**src/rtl/pipe_ctrl_pkg.sv**
```systemverilog
// Shared control-bundle bit positions, forwarding encodings and zero bundles
// for the pipeline control/hazard block.
package pipe_ctrl_pkg;

  localparam int EX_REGDST   = 3;
  localparam int EX_ALUSRC   = 0;
  localparam int MEM_BRANCH  = 2;
  localparam int MEM_READ    = 1;
  localparam int MEM_WRITE   = 0;
  localparam int WB_REGWRITE = 1;
  localparam int WB_MEMTOREG = 0;

  localparam logic [1:0] FWD_RF    = 2'b00;
  localparam logic [1:0] FWD_EXMEM = 2'b10;
  localparam logic [1:0] FWD_MEMWB = 2'b01;

  localparam logic [3:0] ZERO_EX  = 4'b0000;
  localparam logic [2:0] ZERO_MEM = 3'b000;
  localparam logic [1:0] ZERO_WB  = 2'b00;

  // Winning hazard action for the current cycle, highest priority last.
  typedef enum logic [1:0] {
    ACT_NONE   = 2'd0,
    ACT_JUMP   = 2'd1,
    ACT_STALL  = 2'd2,
    ACT_BRANCH = 2'd3
  } hazard_act_e;

endpackage

```
**src/rtl/ctrl_pipe_hazard_fwd_unit.sv**
```systemverilog
// Forwarding comparator for one EX-stage ALU operand; the EX/MEM producer
// takes precedence over MEM/WB, and register 0 never forwards.
module fwd_unit
  import pipe_ctrl_pkg::*;
#(
  parameter int REG_W  = 5,
  parameter bit FWD_EN = 1'b1
) (
  input  logic             exmem_regwrite,
  input  logic [REG_W-1:0] exmem_dst,
  input  logic             memwb_regwrite,
  input  logic [REG_W-1:0] memwb_dst,
  input  logic [REG_W-1:0] src,
  output logic [1:0]       sel
);

  always_comb begin
    sel = FWD_RF;
    if (FWD_EN) begin
      if (exmem_regwrite && (exmem_dst != '0) && (exmem_dst == src))
        sel = FWD_EXMEM;
      else if (memwb_regwrite && (memwb_dst != '0) && (memwb_dst == src))
        sel = FWD_MEMWB;
    end
  end

endmodule

```
**src/rtl/ctrl_pipe_hazard.sv**
```systemverilog
// Control half of a 5-stage MIPS pipeline: carries decoder control through
// ID/EX, EX/MEM and MEM/WB, resolves load-use/branch/jump hazards, drives forwarding.
module ctrl_pipe_hazard
  import pipe_ctrl_pkg::*;
#(
  parameter int REG_W  = 5,
  parameter bit FWD_EN = 1'b1
) (
  input  logic             clk,
  input  logic             rst_n,
  input  logic             id_jump,
  input  logic             id_if_flush,
  input  logic [3:0]       id_ex,
  input  logic [2:0]       id_mem,
  input  logic [1:0]       id_wb,
  input  logic [REG_W-1:0] id_rs,
  input  logic [REG_W-1:0] id_rt,
  input  logic [REG_W-1:0] id_rd,
  input  logic             mem_zero,
  output logic [3:0]       ex_ctrl,
  output logic [REG_W-1:0] ex_rs,
  output logic [REG_W-1:0] ex_rt,
  output logic [2:0]       mem_ctrl,
  output logic [1:0]       mem_wb_ctrl,
  output logic [REG_W-1:0] mem_dst,
  output logic [1:0]       wb_ctrl,
  output logic [REG_W-1:0] wb_dst,
  output logic             pc_write,
  output logic             ifid_write,
  output logic             if_flush,
  output logic             pc_src,
  output logic [1:0]       fwd_a,
  output logic [1:0]       fwd_b
);

  logic [3:0]       ex_ctrl_reg;
  logic [2:0]       ex_memc_reg;
  logic [1:0]       ex_wbc_reg;
  logic [REG_W-1:0] ex_rs_reg, ex_rt_reg, ex_rd_reg;
  logic [2:0]       mem_ctrl_reg;
  logic [1:0]       mem_wbc_reg;
  logic [REG_W-1:0] mem_dst_reg;
  logic [1:0]       wb_ctrl_reg;
  logic [REG_W-1:0] wb_dst_reg;

  logic             branch_taken, load_use;
  logic             idex_bubble, exmem_bubble;
  logic [REG_W-1:0] ex_dst;
  hazard_act_e      act;

  always_comb begin
    ex_dst       = ex_ctrl_reg[EX_REGDST] ? ex_rd_reg : ex_rt_reg;
    branch_taken = mem_ctrl_reg[MEM_BRANCH] & mem_zero;
    load_use     = ex_memc_reg[MEM_READ] & (ex_rt_reg != '0) &
                   ((ex_rt_reg == id_rs) | (ex_rt_reg == id_rt));

    if (branch_taken)  act = ACT_BRANCH;
    else if (load_use) act = ACT_STALL;
    else if (id_jump)  act = ACT_JUMP;
    else               act = ACT_NONE;

    pc_write     = 1'b1;
    ifid_write   = 1'b1;
    if_flush     = 1'b0;
    idex_bubble  = 1'b0;
    exmem_bubble = 1'b0;
    unique case (act)
      ACT_BRANCH: begin
        if_flush     = 1'b1;
        idex_bubble  = 1'b1;
        exmem_bubble = 1'b1;
      end
      ACT_STALL: begin
        pc_write    = 1'b0;
        ifid_write  = 1'b0;
        idex_bubble = 1'b1;
      end
      ACT_JUMP: begin
        if_flush    = id_if_flush;
        idex_bubble = 1'b1;
      end
      default: ;
    endcase
  end

  // Bubbles hold the ID/EX tags so a jump's undefined decoder fields never load.
  always_ff @(posedge clk) begin
    if (!rst_n) begin
      ex_ctrl_reg  <= ZERO_EX;
      ex_memc_reg  <= ZERO_MEM;
      ex_wbc_reg   <= ZERO_WB;
      ex_rs_reg    <= '0;
      ex_rt_reg    <= '0;
      ex_rd_reg    <= '0;
      mem_ctrl_reg <= ZERO_MEM;
      mem_wbc_reg  <= ZERO_WB;
      mem_dst_reg  <= '0;
      wb_ctrl_reg  <= ZERO_WB;
      wb_dst_reg   <= '0;
    end else begin
      if (idex_bubble) begin
        ex_ctrl_reg <= ZERO_EX;
        ex_memc_reg <= ZERO_MEM;
        ex_wbc_reg  <= ZERO_WB;
      end else begin
        ex_ctrl_reg <= id_ex;
        ex_memc_reg <= id_mem;
        ex_wbc_reg  <= id_wb;
        ex_rs_reg   <= id_rs;
        ex_rt_reg   <= id_rt;
        ex_rd_reg   <= id_rd;
      end
      mem_ctrl_reg <= exmem_bubble ? ZERO_MEM : ex_memc_reg;
      mem_wbc_reg  <= exmem_bubble ? ZERO_WB : ex_wbc_reg;
      mem_dst_reg  <= ex_dst;
      wb_ctrl_reg  <= mem_wbc_reg;
      wb_dst_reg   <= mem_dst_reg;
    end
  end

  logic [REG_W-1:0] fwd_src [2];
  logic [1:0]       fwd_sel [2];

  assign fwd_src[0] = ex_rs_reg;
  assign fwd_src[1] = ex_rt_reg;

  generate
    for (genvar gi = 0; gi < 2; gi++) begin : g_fwd
      fwd_unit #(.REG_W(REG_W), .FWD_EN(FWD_EN)) u_fwd (
        .exmem_regwrite (mem_wbc_reg[WB_REGWRITE]),
        .exmem_dst      (mem_dst_reg),
        .memwb_regwrite (wb_ctrl_reg[WB_REGWRITE]),
        .memwb_dst      (wb_dst_reg),
        .src            (fwd_src[gi]),
        .sel            (fwd_sel[gi])
      );
    end
  endgenerate

  assign fwd_a       = fwd_sel[0];
  assign fwd_b       = fwd_sel[1];
  assign pc_src      = branch_taken;
  assign ex_ctrl     = ex_ctrl_reg;
  assign ex_rs       = ex_rs_reg;
  assign ex_rt       = ex_rt_reg;
  assign mem_ctrl    = mem_ctrl_reg;
  assign mem_wb_ctrl = mem_wbc_reg;
  assign mem_dst     = mem_dst_reg;
  assign wb_ctrl     = wb_ctrl_reg;
  assign wb_dst      = wb_dst_reg;

endmodule
```
**config.mk**
```make
export PLATFORM = sky130hd
export DESIGN_NAME = ctrl_pipe_hazard
export DESIGN_NICKNAME = d
export VERILOG_FILES = /design/src/rtl/pipe_ctrl_pkg.sv /design/src/rtl/ctrl_pipe_hazard_fwd_unit.sv /design/src/rtl/ctrl_pipe_hazard.sv
export SDC_FILE = /design/constraint.sdc
export NUM_CORES = 1
export LEC_CHECK = 0
export BUFFER_PORTS_ARGS = -buffer_cell sky130_fd_sc_hd__buf_2
export CAP_MARGIN = 20
export CELL_PAD_IN_SITES_DETAIL_PLACEMENT = 0
export CELL_PAD_IN_SITES_GLOBAL_PLACEMENT = 1
export CORE_UTILIZATION = 36
export DETAILED_ROUTE_END_ITERATION = 8
export GPL_ROUTABILITY_DRIVEN = 0
export HOLD_SLACK_MARGIN = 0.1
export PLACE_DENSITY_LB_ADDON = 0.05
export REMOVE_ABC_BUFFERS = 1
export SKIP_CTS_REPAIR_TIMING = 1
export SLEW_MARGIN = 10
export SYNTH_ARGS = -nofsm -noshare
export SYNTH_HDL_FRONTEND = slang
export SYNTH_HIERARCHICAL = 1
export SYNTH_SLANG_ARGS = --single-unit
```
**constraint.sdc**
```tcl
create_clock -name clk -period 2.7 [get_ports clk]
set_input_delay 0.135 -clock clk [delete_from_list [all_inputs] [get_ports clk]]
set_output_delay 0.135 -clock clk [all_outputs]
set_load 0.02 [all_outputs]
```
==> flow_summary.toml <==
[worst_hold_path]
hp-class = "in -> reg"

[placement]
io_buffers = 67
hpwlAfterDp_um = 3082

[detailed_routing]
drt.antenna.violating_nets = 0
drt-vias-per-instance = 4.531
drt_wl_total_um = 4421
drc = 0
vias = 1545
routedWlPerCell_um = 12.96
drt_iter0_markers = 67
dr.pass1.iters = 4

[timing]
worstMarginPinSlew_ps = 807.1
tns_ps = 0
skew_ps = 5.999
layout_min_cycle_time_ps = 2224
min_period_over_period = 0.8236
setup_viol = 0
grt_setup_unrepaired = "no"
slew_violations = 0
hold_viol = 0
max_slew_margin = 0.4587
fmax_ghz = 0.4497

[cts]
clk_latency_ps = 300
htree_levels = 2
clock_sinks = 41
numCtsBuffers = 5
path_clk_slew_ps = 80
cts_root_buf = "clkbuf_8"
clock_path_buffers = 2
cts_tree = "yes"

[floorplanning]
dieHeight_um = 73.28
die_area_um2 = 5370
num_rows = 25
die_width_um = 73.28
num_io_pins = 68
initial_utilization = 0.3797
core_area_um2 = 4817

[critical_path]
worst-r2r-setup-slack_ps = 480
endpoint_kind = "primary output"
worstSetupStartpointType = "flip-flop"
path_class = "reg -> out"
cp_data_arrival_time_ps = 2090
worstPathRequired_ps = 2570
worst-path-max-fanout = 9

[synthesis]
synth_seq_cells = 41
syn_area_per_cell_um2 = 9.577
synthDistinctLibCells = 27
synth_warnings = 6
ys_seq_area_frac = 0.4487
synth_area_leader_cell = "dfxtp_1"
netlist_area_um2 = 1829
syn_inst = 191
yosys-top-cells-area = "dfxtp_1, mux2i_1, xnor2_1, nand2_1, and2_1"
synth_top_area_frac = 0.4487

[global_route]
track_usage = 0.1715
grt_max_degree = 48
grt_overflow = 0
grt_pass1_vias = 1289
grt_antenna_before_repair = 0
grt_pass1_wl_um = 6782

[power]
power.density_nw_per_um2 = 564.1
total_power_mw = 1.395
max-vdd-ir-drop_mv = 0.2301
power.leakage_nw = 1.155

[layout]
layout_commonest_cell = "buf_2"
area_growth_pct = 35.23
drive_gt1_frac = 0.3102
final_cell_mix = "buf_2, dfxtp_1, nand2_1"
fillCellCount = 493
diodes = 0
final_nets = 302

[run]
cap_violations = 0

[outcome]
status = "finished clean"
## synth_stat cells (all sizes together)
cell,n
dfxtp,41
nand2,40
mux2i,20
xnor2,20
and2,17
clkbuf,6
nand3,6
nor3,6
xor2,6
and3,5
nor2b,5
a211oi,4
a21oi,2
buf,2
nor2,2
nor4,2
o41ai,2
inv,1
o21a,1
o21ai,1
o22ai,1
or4,1
## logic make-up after synthesis
kind of cell / after synthesis / share of synthesized area
mux: 20 / 0.1094
simple gates: 84 / 0.2285
xor+xnor: 26 / 0.1245
buf+inv: 9 / 0.02667
compound gates: 11 / 0.06224
flops: 41 / 0.4487
## path summary, 6_finish.rpt
kind              depth (start not counted)        endpoint           start
hold / removal                            3        ex_rt[4]        id_rt[4]
setup reg to reg                          4  ex_memc_reg[2]        ex_rt[1]
hold reg to reg                           1      wb_ctrl[0]  mem_wb_ctrl[0]
setup / recovery                          5        if_flush        ex_rt[1]
## worst max-delay path, cell delays in order (launching register included)
cell	delay (ps)
dfxtp_1	420
or4_1	570
o21a_1	240
and2_2	220
o21ai_0	160
buf_2	190
## through the flow
| stage | instance area, um^2 | std cells | hold WS [ps] | setup WS, ps | utilization |
|---|---|---|---|---|---|
| final | 2474 | 341 | 95.54 | 476.3 | 0.5135 |
| after floorplan | 1784 | 183 | 256.7 | 472.1 | - |
| after global routing | 2474 | 341 | 108.0 | 260.5 | 0.5135 |
| after CTS | 2333 | 327 | 19.44 | 416.2 | 0.4844 |
| after global placement | 2218 | 319 | 335.2 | 502.7 | 0.4605 |
| after detailed placement | 2218 | 319 | 336.5 | 431.3 | 0.4605 |
## routing by layer
metal	track usage	vias up	part of all wire
met5	0	-	0
met4	0.06536	0	0.015
met3	0.05075	6	0.050
met2	0.2315	47	0.42
met1	0.2530	700	0.52
li1	-	792	-
## area by class of cell
type,instances,area [um^2],area share
clock buffer,5,68.82,0.02782
multi-input combinational,141,959.7,0.3880
clock inverter,3,46.29,0.01872
timing repair buffer,83,490.5,0.1983
tap,67,83.83,0.03389
sequential,41,820.8,0.3318
inverter,1,3.754,0.001517
## where the power goes
part | switching (mW) | internal [mW]
combinational | 0.107 | 0.108
clock | 0.230 | 0.277
sequential | 0.0408 | 0.633
(Power assumes the default switching activity.)
